### src/rtl/lbll_key_loader.sv
// -----------------------------------------------------------------------------
// lbll_key_loader
//
// Receives the unlock key of a latch-based-locked netlist as a serial frame
// (NBITS key bits MSB first, followed by one even-parity bit), checks it and
// presents the committed parallel key to the locked core.
//
// The key is committed only after the whole frame has arrived and the parity
// check passes. A failing frame zeroes the key. A frame that is aborted or cut
// short by reset is never committed.
//
// Parameters
//   NBITS      key width in bits (>= 2), equal to the locked netlist key width
//
// Ports
//   clk        in   1      single clock for all state
//   rst_n      in   1      asynchronous, active-low reset
//   key_start  in   1      frame-start pulse; also aborts and restarts a frame
//   key_sen    in   1      serial enable; key_sdi is valid when 1
//   key_sdi    in   1      serial key data, MSB first, then the parity bit
//   lbll_key   out  NBITS  committed key to the locked core
//   key_valid  out  1      lbll_key holds a parity-checked key
//   key_err    out  1      last frame failed parity (sticky until key_start)
//   busy       out  1      frame in progress
// -----------------------------------------------------------------------------
module lbll_key_loader #(
  parameter int unsigned NBITS = 32
) (
  input  logic             clk,
  input  logic             rst_n,
  input  logic             key_start,
  input  logic             key_sen,
  input  logic             key_sdi,
  output logic [NBITS-1:0] lbll_key,
  output logic             key_valid,
  output logic             key_err,
  output logic             busy
);

  localparam int unsigned CW = (NBITS > 1) ? $clog2(NBITS) : 1;
  localparam logic [CW-1:0] LAST_BIT = CW'(NBITS - 1);

  typedef enum logic [1:0] {
    IDLE   = 2'd0,
    SHIFT  = 2'd1,
    PARITY = 2'd2
  } state_t;

  state_t           state;
  state_t           state_nx;
  logic [NBITS-1:0] shadow;
  logic [NBITS-1:0] shadow_nx;
  logic [CW-1:0]    bit_cnt;
  logic [CW-1:0]    bit_cnt_nx;
  logic [NBITS-1:0] key_nx;
  logic             valid_nx;
  logic             err_nx;

  // Registered state and outputs. busy is registered from the next state so
  // it is a clean flop output that tracks (state != IDLE).
  always_ff @(posedge clk or negedge rst_n) begin
    if (!rst_n) begin
      state     <= IDLE;
      shadow    <= '0;
      bit_cnt   <= '0;
      lbll_key  <= '0;
      key_valid <= 1'b0;
      key_err   <= 1'b0;
      busy      <= 1'b0;
    end else begin
      state     <= state_nx;
      shadow    <= shadow_nx;
      bit_cnt   <= bit_cnt_nx;
      lbll_key  <= key_nx;
      key_valid <= valid_nx;
      key_err   <= err_nx;
      busy      <= (state_nx != IDLE);
    end
  end

  always_comb begin
    state_nx   = state;
    shadow_nx  = shadow;
    bit_cnt_nx = bit_cnt;
    key_nx     = lbll_key;
    valid_nx   = key_valid;
    err_nx     = key_err;

    if (key_start) begin
      // Start or restart a frame from any state; key_sen is ignored this
      // cycle and the current key stays in place until a frame fails.
      state_nx   = SHIFT;
      shadow_nx  = '0;
      bit_cnt_nx = '0;
      err_nx     = 1'b0;
    end else begin
      unique case (state)
        IDLE: begin
          // key_sen is ignored outside a frame.
        end

        SHIFT: begin
          if (key_sen) begin
            shadow_nx = {shadow[NBITS-2:0], key_sdi};
            // The counter holds at its last value rather than wrapping.
            if (bit_cnt == LAST_BIT) begin
              state_nx = PARITY;
            end else begin
              bit_cnt_nx = bit_cnt + 1'b1;
            end
          end
        end

        PARITY: begin
          if (key_sen) begin
            if ((^{shadow, key_sdi}) == 1'b0) begin
              key_nx   = shadow;
              valid_nx = 1'b1;
              err_nx   = 1'b0;
            end else begin
              key_nx   = '0;
              valid_nx = 1'b0;
              err_nx   = 1'b1;
            end
            state_nx = IDLE;
          end
        end

        default: begin
          state_nx = IDLE;
        end
      endcase
    end
  end

endmodule

### config.mk
export PLATFORM = sky130hd
export DESIGN_NAME = lbll_key_loader
export DESIGN_NICKNAME = d
export VERILOG_FILES = /design/src/rtl/lbll_key_loader.sv
export SDC_FILE = /design/constraint.sdc
export NUM_CORES = 1
export LEC_CHECK = 0
export ABC_AREA = 1
export CAP_MARGIN = 20
export CORE_ASPECT_RATIO = 0.8
export CORE_UTILIZATION = 40
export CTS_BUF_LIST = sky130_fd_sc_hd__clkbuf_16
export CTS_CLUSTER_SIZE = 24
export DETAILED_ROUTE_END_ITERATION = 12
export PLACE_DENSITY = 0.7
export SYNTH_ARGS = -nofsm -noshare
export SYNTH_HDL_FRONTEND = slang
export SYNTH_SLANG_ARGS = --single-unit
export TNS_END_PERCENT = 100
### constraint.sdc
create_clock -name clk -period 2 [get_ports clk]
set_input_delay 0.6 -clock clk [delete_from_list [all_inputs] [get_ports clk]]
set_output_delay 0.6 -clock clk [all_outputs]
set_load 0.02 [all_outputs]
==> impl.org, run 1 <==
** Power
- Internal power :: 2760 µW
- Net switching power figure :: 716 µW
- Max IR drop VDD :: 0.476 mV
- Sequential cell fraction of total power :: 43.5%
- In this run switching power makes up 20.6% of total power.
- The clock network burns 52.3% of the power.
- In this run, the combinational gates consume 4.2% of the power.
- Power spread over the standard cell area amounts to 731 nW/µm².
- Summed over all cells, the static leakage comes to 0.00229 µW.

** Synthesis
- Summing every instance area after synthesis gives 3470 µm².
- Commonest register cell after synthesis :: sky130_fd_sc_hd__dfrtp_1
- Library cell occupying the most area in the post-synthesis netlist :: sky130_fd_sc_hd__dfrtp_1
- The Yosys step of the flow raised 0 warnings.
- The top cell type by area accounts for 53.4% of the synthesized area.
- Number of distinct library cell variants in the gate-level netlist after synthesis :: 20
- Top cell types by occurrence after synthesis :: sky130_fd_sc_hd__nand2_1 (182), sky130_fd_sc_hd__dfrtp_1 (74), sky130_fd_sc_hd__inv_1 (37)
- Portion of the post-synthesis area used by sequential elements :: 53.4%
- Async S/R FF share, synth :: 100%
- In this run the mean area of a mapped cell was 7.99 µm².
- Net count of the mapped netlist :: 442
- The cell count after synthesis came out at 434.
- Number of flops mapped to enable cells by yosys :: 0
- Leading post-synthesis cells by cell area :: sky130_fd_sc_hd__dfrtp_1 (53%), sky130_fd_sc_hd__nand2_1 (20%), sky130_fd_sc_hd__o22ai_1 (5.8%)
- Seq cells post-synth :: 74
- Most frequent cell after synthesis :: sky130_fd_sc_hd__nand2_1

** Route
- Total met2 wirelength after detailed routing :: 3770 µm
- DRC errors left :: 0
- Detailed routing placed a total of 375 µm of wire on met3.
- Wires add up to 8160 µm.
- Routed signal wires occupy layers up through met4.
- In the routed layout, each cell is associated on average with a via count of 4.98.
- Detail-routed net length per standard cell :: 13.3 µm
- First-pass detailed-route iteration total :: 4
- The detailed router finished its first iteration with 107 violations.
- Antenna-violating nets left :: 0
- Routed length on met1 :: 3930 µm
- Detailed routing inserted a total of 3057 vias.

** Die
- Once the floorplan was initialized, standard cells occupied 42.5% of the core.
- The floorplan has 29 rows.
- The die is 85.3 µm tall.
- DIE WIDTH :: 106 µm
- Core area :: 8160 µm²
- Pin placement for this block handled 40 I/O pins.
- The floorplan step defined a die boundary enclosing 9050 µm².

** Global route
- GRT Util Overall :: 17.9%
- Wire length of the first global-routing pass :: 12700 µm
- Gr ovfl total :: 0
- The number of global-route vias before repair was 2859.
- The initial antenna violation count was 0.
- Maximum number of pins on one net before global-route repair :: 75

** Critical path
- CP Cell Sequence :: inv_1 -> nand2_1 -> nand2_1 -> nand2_1 -> nand2_2 -> nand2_1 -> nand2_2 -> nand2_1 -> nand2_1 -> nand3_2 -> nand2_2 -> ha_4 -> inv_4 -> nand2_8 -> clkbuf_16 -> o21ai_2
- The largest individual stage delay along the critical path comes from the cell sky130_fd_sc_hd__dfrtp_1.
- Kind of start point of the critical path :: flop
- The most critical setup path has its startpoint at shadow[12]$_DFFE_PN0P_.
- FF-to-FF Start :: shadow[12]$_DFFE_PN0P_
- Slack of the worst reg-to-reg path :: -9 ps
- Cell family with most CP delay :: simple AND/OR/NAND/NOR gates
- STA classifies the critical path endpoint as a flop.
- In this run the critical register-to-register path is captured at lbll_key[15]$_DFFE_PN0P_.
- At the worst endpoint, the required time is 2260 ps.
- For this run, the slowest stage of the critical path takes 400 ps.
- The number of buffers and inverters on the critical path is 3.
- The critical path in this run is classified as flop to flop.
- In this run the worst path has a maximum fanout of 7.
- Logic depth of the worst register-to-register path :: 16
- For the worst setup path, the data arrival time is 2270 ps.
- In this design, the critical path's most frequently occurring cell is sky130_fd_sc_hd__nand2_1.

** Placed design
- Dpl hpwl :: 5070 µm
- The count of buffers added on input and output ports is 39.
- Placed Instance Area :: 4100 µm²
- At the placement stage, the worst setup path has a slack of -622 ps.
- RePlAce Congestion :: 0.787

** Run status
- Violated checks :: negative setup slack
- Run status :: complete, but fails checks

** Timing
- Setup violations remaining at the end of the flow were counted as 2.
- Setup repair after global routing could not meet its margin everywhere.
- Final period demand of the worst path :: 2010 ps
- Hold timing on the final database bottoms out at a slack of 290 ps.
- At the pin with the least slew margin, the transition time is 396 ps.
- Clk_skew :: 5.62 ps
- The number of hold violations in the final report came to 0.
- Timing would allow up to 498 MHz.
- Final period util :: 100%
- The final count of pins violating max slew was 0.
- Remaining max-slew budget at the tightest pin :: 73.6%
- In the post-route analysis, the smallest setup slack over all paths is -8.79 ps.

** Clock network
- CTS root buf :: sky130_fd_sc_hd__clkbuf_16
- Clock buffers created by TritonCTS :: 9
- For this design, the CTS-stage hold fixing added 0 buffers.
- After clock tree synthesis, the clock-pin slew on the worst setup and hold paths is 60 ps.
- At the later pin of the worst-skew pair, clock insertion delay measures 330 ps.
- The H-tree was split into 3 levels.
- TritonCTS built the clock tree.
- The longest clock path from root to sink contains 2 buffers.
- Number of sinks handled by clock tree synthesis :: 74

** Cells and area
- Area growth from synthesis to layout :: 37.0%
- The repair_antennas step left the layout with diodes totalling 0.
- For this run, the post-layout net count is 509.
- Share of post-route cells with drive strength above 1 :: 23.5%
- Final design instance area without fill :: 4750 µm²

** Job
- Max-Cap Viols :: 0

** Min path
- Worst hold path type :: input port to asynchronous set/reset pin
-- area by class of cell --
class                      count  area [µm²]
clock buffer                   9         225
clock inverter                 7         110
fill                         737        3410
inverter                      49         186
multi-input combinational    299        1570
sequential                    74        1850
tap                          108         135
timing repair buffer          68         679
-- what timing repair did --
action / in CTS / in global routing
setup endpoints to repair: 33 / 33
gates resized for setup: 3 / 55
buffers inserted: 0 / 8
gates cloned: 0 / 3
pin swaps: 1 / 7
hold endpoints to repair: 0 / 0
-- per-stage QoR --
step	setup TNS, ps	util, %	instances	power (µW)
finish	-9.19	58.2	614	3470
global route	-4180	58.2	614	3590
CTS	0	54.4	603	3500
detailed placement	-19600	50.2	587	1680
global placement	-16860	50.2	587	1670
floorplan	0	-	434	1600
-- per-layer routing --
metal  track usage [%]  vias up
li1                  -     1522
met4              5.68        0
met3              5.84        8
met1              23.2     1461
met2              28.5       66
met5                 0        -
-- kinds of logic after synthesis --
| family | Yosys count | synth area share (%) |
|---|---|---|
| adders and majority gates | 3 | 1.08 |
| AOI/OAI and AO/OA | 74 | 11.8 |
| xor gates and xnor gates | 11 | 2.78 |
| DFF | 74 | 53.4 |
| and+or+nand+nor | 211 | 23.8 |
| buffers and inverters | 61 | 7.10 |
-- power by group through the flow --
stage | sequential [µW] | clock, µW | combinational (µW)
after floorplan | 1540 | 0 | 67.3
after global placement | 1540 | 0 | 132
final | 1510 | 1820 | 146
after global routing | 1510 | 1910 | 168
after CTS | 1510 | 1850 | 139
after detailed placement | 1540 | 0 | 137
-- state kept, by name (all words and copies together), names as in the netlist --
register	cells
state	2
key_err	1
lbll_key	32
busy	1
shadow	32
bit_cnt	5
key_valid	1
-- how the worst max path moves through the flow --
stage                     depth (start not counted)                  endpoint  slack (ps)
after floorplan                                  16  lbll_key[22]$_DFFE_PN0P_          90
after global placement                           17  lbll_key[16]$_DFFE_PN0P_        -520
after detailed placement                         17  lbll_key[27]$_DFFE_PN0P_        -620
after CTS                                        13  lbll_key[25]$_DFFE_PN0P_          10
after global routing                             16  lbll_key[15]$_DFFE_PN0P_        -170
final                                            16  lbll_key[15]$_DFFE_PN0P_          -9
-- cells in the final DEF (no fill, tap or decap), drive strengths merged --
| cell type | count |
|---|---|
| buf | 28 |
| a21oi | 4 |
| clkbuf | 11 |
| nor3 | 2 |
| o22ai | 32 |
| xnor2 | 6 |
| nand2 | 189 |
| o21ai | 38 |
| inv | 51 |
| dfrtp | 74 |
| clkinvlp | 1 |
| ha | 3 |
| bufinv | 3 |
| nand3 | 4 |
| clkdlybuf4s50 | 37 |
| xor2 | 5 |
| nor2 | 15 |
| nand4 | 1 |
| clkdlybuf4s15 | 1 |
| clkinv | 1 |
(Power assumes the default switching activity.)
==> run 2: changes to the inputs <==
Settings changed: SKIP_LAST_GASP from default to 1.
==> impl.org, run 2 (synthesis results as in run 1) <==
** Critical path
- Number of buffer and inverter stages on the critical path :: 4 (was 3)
- The startpoint type of the worst setup path is a flop (unchanged).
- The worst endpoint required time is 2260 ps (about the same).
- The path type of the worst setup path is flop to flop (unchanged).
- Worst path max stage delay :: 420 ps (was 400 ps)
- The critical path arrival was 2270 ps (about the same).
- CP Cell Sequence :: inv_2 -> nand2_1 -> nand2_2 -> inv_2 -> nand2_2 -> nand2_1 -> nand2_1 -> nand2_1 -> nand2_2 -> nand2_1 -> nand2_1 -> nand2_2 -> ha_4 -> inv_4 -> nand2_8 -> clkbuf_16 -> o21ai_2 (was inv_1 -> nand2_1 -> nand2_1 -> nand2_1 -> nand2_2 -> nand2_1 -> nand2_2 -> nand2_1 -> nand2_1 -> nand3_2 -> nand2_2 -> ha_4 -> inv_4 -> nand2_8 -> clkbuf_16 -> o21ai_2)
- The critical-path maximum fanout came to 7 (unchanged).
- Critical Path Slowest Stage Cell :: sky130_fd_sc_hd__dfrtp_1 (unchanged)
- The most frequent cell on the critical path is sky130_fd_sc_hd__nand2_1 (unchanged).
- Cell family with most CP delay :: simple AND/OR/NAND/NOR gates (unchanged)
- The endpoint kind of the worst setup timing path is a flop (unchanged).
- Slack of the worst reg-to-reg path :: -5 ps (was -9 ps)

** Clock network
- The count of H-tree levels built during CTS is 3 (unchanged).
- Clock-pin slew of the registers on the worst-case setup and hold paths :: 60 ps (about the same)
- Clock buffers created by TritonCTS :: 9 (unchanged)
- Clock latency reported for the late side of the worst-skew pair :: 330 ps (about the same)
- The clock sink count is 74 (unchanged).
- Number of buffers on the longest clock path :: 2 (unchanged)
- CTS root buf :: sky130_fd_sc_hd__clkbuf_16 (unchanged)
- TritonCTS clock tree :: built (unchanged)

** Route
- Vias per inst :: 4.95 (was 4.98)
- The count of antenna-violating nets left after detailed routing was 0 (unchanged).
- Detail-routed net length per standard cell :: 13.1 µm (was 13.3 µm)
- The total detailed-routing wirelength came to 8060 µm (was 8160 µm).
- The first-iteration detailed-routing DRC count is 116 (was 107).
- First-pass detailed-route iteration total :: 4 (unchanged)
- The total via count after detailed routing came to 3042 (was 3057).
- The remaining design rule violation count was 0 (unchanged).

** Die
- Number of top-level pins :: 40 (unchanged)
- Die area :: 9050 µm² (unchanged)
- The number of core rows came to 29 (unchanged).
- The die height is 85.3 µm (unchanged).
- The starting density of the core is 42.5% (unchanged).
- The placeable core region came to 8160 µm² (unchanged).
- The x dimension of the die is 106 µm (unchanged).

** Global route
- The global-route congestion overflow total came to 0 (unchanged).
- The pin count of the biggest net entering global routing came to 75 (unchanged).
- The initial antenna violation count was 0 (unchanged).
- Number of global-route vias before repair :: 2859 (unchanged)
- The global-route wire length before repair is 12700 µm (unchanged).
- GRT Util Overall :: 17.9% (unchanged)

** Job
- The max-capacitance violation count is 0 (unchanged).

** Cells and area
- The final net count came to 509 (unchanged).
- Final core utilization :: 57.9% (was 58.2%)
- Commonest cells after routing, fill and taps aside :: sky130_fd_sc_hd__nand2_1 (169), sky130_fd_sc_hd__dfrtp_1 (74), sky130_fd_sc_hd__clkdlybuf4s50_1 (37) (unchanged)
- The relative area change from synthesis to final layout came to 36.4% (was 37.0%).
- Most common cell after layout, fill and taps aside :: sky130_fd_sc_hd__nand2_1 (unchanged)
- The antenna diode instance count was 0 (unchanged).
- Top Registers: lbll_key: 32 flops, shadow: 32 flops, bit_cnt: 5 flops (unchanged).
- Share of post-route cells with drive strength above 1 :: 22.3% (was 23.5%)
- Number of non-filler instances in the completed layout :: 614 (unchanged)

** Run status
- Violated checks: negative setup slack (unchanged).
- Run status :: complete, but fails checks (unchanged)

** Timing
- Clk_skew :: 5.41 ps (was 5.62 ps)
- Post-route worst setup slack :: -5.34 ps (was -8.79 ps)
- Worst Max-Slew Pin Slew :: 403 ps (was 396 ps)
- The minimum period implied by the final worst setup slack came to 2010 ps (about the same).
- Final period util :: 100% (about the same)
- The highest clock rate is 499 MHz (was 498 MHz).
- The final worst hold slack is 288 ps (was 290 ps).
- Unrepaired setup endpoints after global routing: yes (unchanged).
- Final slew viol count :: 0 (unchanged)
- Remaining max-slew budget at the tightest pin :: 73.1% (was 73.6%)
- The final setup violation count was 3 (was 2).
- The number of hold violations in the final report is 0 (unchanged).
- The post-route setup TNS was -8.48 ps (was -9.19 ps).

** Min path
- The class of the most critical hold timing path is input port to asynchronous set/reset pin (unchanged).

** Placed design
- The final weighted congestion of routability-driven global placement came to 0.787 (unchanged).
- Pre-CTS setup slack :: -622 ps (unchanged)
- The count of input and output buffers is 39 (unchanged).
- Dpl hpwl :: 5070 µm (unchanged)
- Total placed cells including tap cells :: 587 (unchanged)

** Power
- Standby leakage power :: 0.00227 µW (was 0.00229 µW)
- The maximum vdd ir drop came to 0.476 mV (about the same).
- The power density of the placed cells was 733 nW/µm² (was 731 nW/µm²).
[run 2: cell count changes in the layout (fill, tap and decap cells not counted)]
cell	before	now
sky130_fd_sc_hd__o21ai_1	7	13
sky130_fd_sc_hd__o21ai_2	24	18
[run 2: timing repair]
| action | in CTS | in global routing |
|---|---|---|
| pin swaps | 1 | 7 |
| setup buffers | 0 | 8 |
| gates resized for setup | 3 | 49 |
| endpoints found under the setup margin | 33 | 33 |
| cloned | 0 | 3 |
| hold buffers | 0 | 0 |
| endpoints found under the hold margin | 0 | 0 |
[run 2: worst paths after layout]
check                                         from                  endpoint  depth (start not counted)
setup / recovery            shadow[23]$_DFFE_PN0P_  lbll_key[15]$_DFFE_PN0P_                         17
hold / removal                               rst_n  lbll_key[18]$_DFFE_PN0P_                          2
setup reg to reg            shadow[23]$_DFFE_PN0P_  lbll_key[15]$_DFFE_PN0P_                         17
hold reg to reg            lbll_key[7]$_DFFE_PN0P_   lbll_key[7]$_DFFE_PN0P_                          2
max in group asynchronous                    rst_n     shadow[5]$_DFFE_PN0P_                          2
min in group clk           lbll_key[7]$_DFFE_PN0P_   lbll_key[7]$_DFFE_PN0P_                          2
[run 2: layer usage]
layer  global-route usage, %  part of all wire, %
met3                    5.84                  4.9
met1                    23.2                   48
met2                    28.5                   46
met5                       0                    0
met4                    5.68                 0.89
[run 2: metrics by stage]
stage | power, µW | area [µm²]
floorplan | 1600 | 3470
global placement | 1670 | 4100
detailed placement | 1680 | 4100
CTS | 3500 | 4440
global route | 3590 | 4730
finish | 3470 | 4730
[run 2: cell type report]
cell class / instances / area, µm²
Fill cell: 740 / 3430
Multi-Input combinational cell: 299 / 1540
Sequential cell: 74 / 1850
Inverter: 49 / 186
Clock buffer: 9 / 225
Clock inverter: 7 / 110
Tap cell: 108 / 135
Timing Repair Buffer: 68 / 679
[run 2: power by group]
| group | internal [µW] | switching (µW) |
|---|---|---|
| combinational | 46.2 | 99.3 |
| sequential | 1510 | 6.33 |
| clock | 1210 | 604 |
| total | 2760 | 710 |
==> run 3: changes to the inputs <==
Settings changed: CTS_BUF_LIST sky130_fd_sc_hd__clkbuf_16 to sky130_fd_sc_hd__clkbuf_4, CTS_CLUSTER_SIZE 24 to 10.
==> impl.org, run 3 (synthesis results as in run 1) <==
** Global route
- The total global routing track utilization came to 17.6% (was 17.9%).
- The pin count of the biggest net entering global routing was 75 (unchanged).
- The global-route wire length before repair is 12600 µm (was 12700 µm).
- Antenna violations before repair :: 0 (unchanged)
- Number of global-route vias before repair :: 2829 (was 2859)
- The global-route congestion overflow total came to 0 (unchanged).

** Critical path
- Worst path max stage delay :: 430 ps (was 420 ps)
- The startpoint type of the worst setup path is a flop (unchanged).
- The endpoint kind of the worst setup timing path was a flop (unchanged).
- Cell family with most CP delay :: simple AND/OR/NAND/NOR gates (unchanged)
- The path type of the worst setup path is flop to flop (unchanged).
- Critical Path Slowest Stage Cell :: sky130_fd_sc_hd__dfrtp_1 (unchanged)
- Critical Path RT :: 2350 ps (was 2260 ps)
- Peak fanout along the critical path :: 7 (unchanged)
- The critical path arrival was 2360 ps (was 2270 ps).
- The setup slack of the worst register-to-register path is -10 ps (was -5 ps).
- The launching point of the worst reg2reg path is shadow[13]$_DFFE_PN0P_ (was shadow[23]$_DFFE_PN0P_).
- Reg2reg end :: lbll_key[3]$_DFFE_PN0P_ (was lbll_key[15]$_DFFE_PN0P_)
- Number of buffer and inverter stages on the critical path :: 3 (was 4)
- The most frequent cell on the critical path is sky130_fd_sc_hd__nand2_1 (unchanged).
- Logic depth of the worst register-to-register path :: 16 (was 17)
- CP Cell Sequence :: nand2_1 -> inv_1 -> nor2_2 -> nand2_1 -> nand2_1 -> nand2_1 -> nand2_2 -> nand2_1 -> nand2_1 -> nand3_2 -> nand2_2 -> ha_4 -> inv_4 -> nand2_8 -> clkbuf_16 -> o21ai_2 (was inv_2 -> nand2_1 -> nand2_2 -> inv_2 -> nand2_2 -> nand2_1 -> nand2_1 -> nand2_1 -> nand2_2 -> nand2_1 -> nand2_1 -> nand2_2 -> ha_4 -> inv_4 -> nand2_8 -> clkbuf_16 -> o21ai_2)

** Clock network
- Clock buffers created by TritonCTS :: 9 (unchanged)
- TritonCTS clock tree :: built (unchanged)
- Number of sinks handled by clock tree synthesis :: 74 (unchanged)
- The clock slew seen by the registers of the worst setup and hold paths was 120 ps (was 60 ps).
- The count of H-tree levels built during CTS was 3 (unchanged).
- The clock tree root buffer cell is sky130_fd_sc_hd__clkbuf_4 (was sky130_fd_sc_hd__clkbuf_16).
- The number of buffers on the longest clock path was 2 (unchanged).
- Clock latency reported for the late side of the worst-skew pair :: 420 ps (was 330 ps)

** Timing
- The final count of pins violating max slew was 0 (unchanged).
- Unrepaired setup endpoints after global routing :: yes (unchanged)
- Final period demand of the worst path :: 2010 ps (about the same)
- Clk_skew :: 12.4 ps (was 5.41 ps)
- Remaining max-slew budget at the tightest pin :: 74.3% (was 73.1%)
- Worst Max-Slew Pin Slew :: 386 ps (was 403 ps)
- Final period util :: 100% (about the same)
- The highest clock rate was 498 MHz (was 499 MHz).
- The number of hold violations in the final report was 0 (unchanged).
- The post-route setup TNS came to -26.6 ps (was -8.48 ps).
- The minimum setup slack in the final design is -9.93 ps (was -5.34 ps).
- Total of endpoints with negative setup slack in the final report :: 7 (was 3)

** Power
- Cell area power density :: 636 nW/µm² (was 733 nW/µm²)
- Max IR drop VDD :: 0.431 mV (was 0.476 mV)
- The leakage dissipation is 0.00234 µW (was 0.00227 µW).
- Net switching fraction of the power :: 22.3% (was 20.5%)
- Part of the power in the clock network :: 41.8% (was 52.2%)
- Sequential cell fraction of total power :: 53.1% (was 43.6%)
- Combinational group share of total power :: 5.1% (was 4.2%)
- The internal power component is 2210 µW (was 2760 µW).
- Net switching power figure :: 633 µW (was 710 µW)

** Die
- DIE WIDTH :: 106 µm (unchanged)
- Starting Density :: 42.5% (unchanged)
- Die area :: 9050 µm² (unchanged)
- The number of core rows was 29 (unchanged).
- Number of top-level pins :: 40 (unchanged)
- Die Span Y :: 85.3 µm (unchanged)
- Core area :: 8160 µm² (unchanged)

** Run status
- Violated checks: negative setup slack (unchanged).
- Run status :: complete, but fails checks (unchanged)

** Route
- DRT Wirelength :: 7780 µm (was 8060 µm)
- The per-cell via count in the routed design is 4.94 (was 4.95).
- The first-iteration detailed-routing DRC count came to 75 (was 116).
- Via Count :: 3024 (was 3042)
- The count of antenna-violating nets left after detailed routing was 0 (unchanged).
- DRC errors left :: 0 (unchanged)
- First-pass detailed-route iteration total :: 4 (unchanged)
- The post-detailed-route wirelength per cell came to 12.7 µm (was 13.1 µm).

** Placed design
- Placed Instance Area :: 4100 µm² (unchanged)
- RePlAce Congestion :: 0.787 (unchanged)
- The count of input and output buffers was 39 (unchanged).
- The estimated wirelength of the detail-placed design is 5070 µm (unchanged).

** Cells and area
- The relative area change from synthesis to final layout came to 28.7% (was 36.4%).
- Final design instance area without fill :: 4470 µm² (was 4730 µm²)
- Commonest cells after routing, fill and taps aside :: sky130_fd_sc_hd__nand2_1 (171), sky130_fd_sc_hd__dfrtp_1 (73), sky130_fd_sc_hd__dlygate4sd2_1 (36) (was sky130_fd_sc_hd__nand2_1 (169), sky130_fd_sc_hd__dfrtp_1 (74), sky130_fd_sc_hd__clkdlybuf4s50_1 (37))
- Antenna cells :: 0 (unchanged)
- Top Registers: lbll_key: 32 flops, shadow: 32 flops, bit_cnt: 5 flops (unchanged).
- The number of fillers in the final layout is 796 (was 740).
- The most common cell after layout, fill and taps aside is sky130_fd_sc_hd__nand2_1 (unchanged).
- The final net count is 507 (was 509).
- Share of post-route cells with drive strength above 1 :: 19.8% (was 22.3%)

** Job
- Max-Cap Viols :: 0 (unchanged)

** Min path
- Worst hold path type :: input port to asynchronous set/reset pin (unchanged)
-- run 3: cell types whose count changed in the layout (fill, tap and decap cells not counted), moves of 2 or more --
| cell | delta |
|---|---|
| sky130_fd_sc_hd__nand2_1 | +2 |
| sky130_fd_sc_hd__buf_4 | -2 |
| sky130_fd_sc_hd__dlygate4sd2_1 | +36 |
| sky130_fd_sc_hd__inv_1 | -2 |
| sky130_fd_sc_hd__nand2_2 | -2 |
| sky130_fd_sc_hd__clkdlybuf4s50_1 | -35 |
| sky130_fd_sc_hd__clkbuf_16 | -9 |
| sky130_fd_sc_hd__o21ai_2 | -9 |
| sky130_fd_sc_hd__o21ai_1 | +9 |
| sky130_fd_sc_hd__clkbuf_4 | +11 |
-- run 3: power groups by stage --
stage | Sequential [µW] | Combinational (µW) | Clock, µW
final | 1510 | 144 | 1190
after global routing | 1510 | 167 | 1280
after CTS | 1510 | 139 | 1220
after detailed placement | 1540 | 137 | 0
after global placement | 1540 | 132 | 0
after floorplan | 1540 | 67.3 | 0
-- run 3: what timing repair did --
item / CTS / global route
gates resized for setup: 40 / 33
pin swaps: 1 / 8
cloned: 0 / 3
buffers inserted: 0 / 6
hold buffers: 0 / 0
setup endpoints to repair: 68 / 33
-- run 3: how the worst max path moves through the flow --
| stage | startpoint | end | slack, ps | cells past startpoint |
|---|---|---|---|---|
| after floorplan | key_sdi | lbll_key[22]$_DFFE_PN0P_ | 90 | 16 |
| after global placement | key_sdi | lbll_key[16]$_DFFE_PN0P_ | -520 | 17 |
| after detailed placement | key_sdi | lbll_key[27]$_DFFE_PN0P_ | -620 | 17 |
| after CTS | shadow[13]$_DFFE_PN0P_ | lbll_key[24]$_DFFE_PN0P_ | 20 | 16 |
| after global routing | shadow[13]$_DFFE_PN0P_ | lbll_key[21]$_DFFE_PN0P_ | -150 | 16 |
| final | shadow[13]$_DFFE_PN0P_ | lbll_key[3]$_DFFE_PN0P_ | -10 | 16 |
-- run 3: area by class of cell --
class | count | area, µm² | area share (%)
inverters | 49 | 186 | 4.17
multi-input cells | 299 | 1490 | 33.3
well taps | 108 | 135 | 3.03
flip-flops and latches | 74 | 1850 | 41.5
clock buffers | 11 | 82.6 | 1.85
clock inverters | 5 | 103 | 2.30
repair buffers | 66 | 619 | 13.9
-- run 3: metrics by stage --
| step | utilization, % | power, µW | instances | setup slack [ps] | hold slack, ps |
|---|---|---|---|---|---|
| 2_1_floorplan | - | 1600 | 434 | 93.6 | 304 |
| 3_3_place_gp | 50.2 | 1670 | 587 | -524 | 467 |
| 3_5_place_dp | 50.2 | 1680 | 587 | -622 | 475 |
| 4_1_cts | 52.2 | 2870 | 603 | 16.2 | 190 |
| 5_1_grt | 54.7 | 2950 | 612 | -153 | 212 |
| 6_report | 54.7 | 2840 | 612 | -9.93 | 180 |
-- run 3: per-layer routing --
metal	share of wire, %	vias to the layer above	global-route usage, %
met5	0	-	0
li1	-	1517	-
met1	46	1404	22.9
met4	1.6	0	6.19
met2	46	88	28.4
met3	6.2	15	4.61
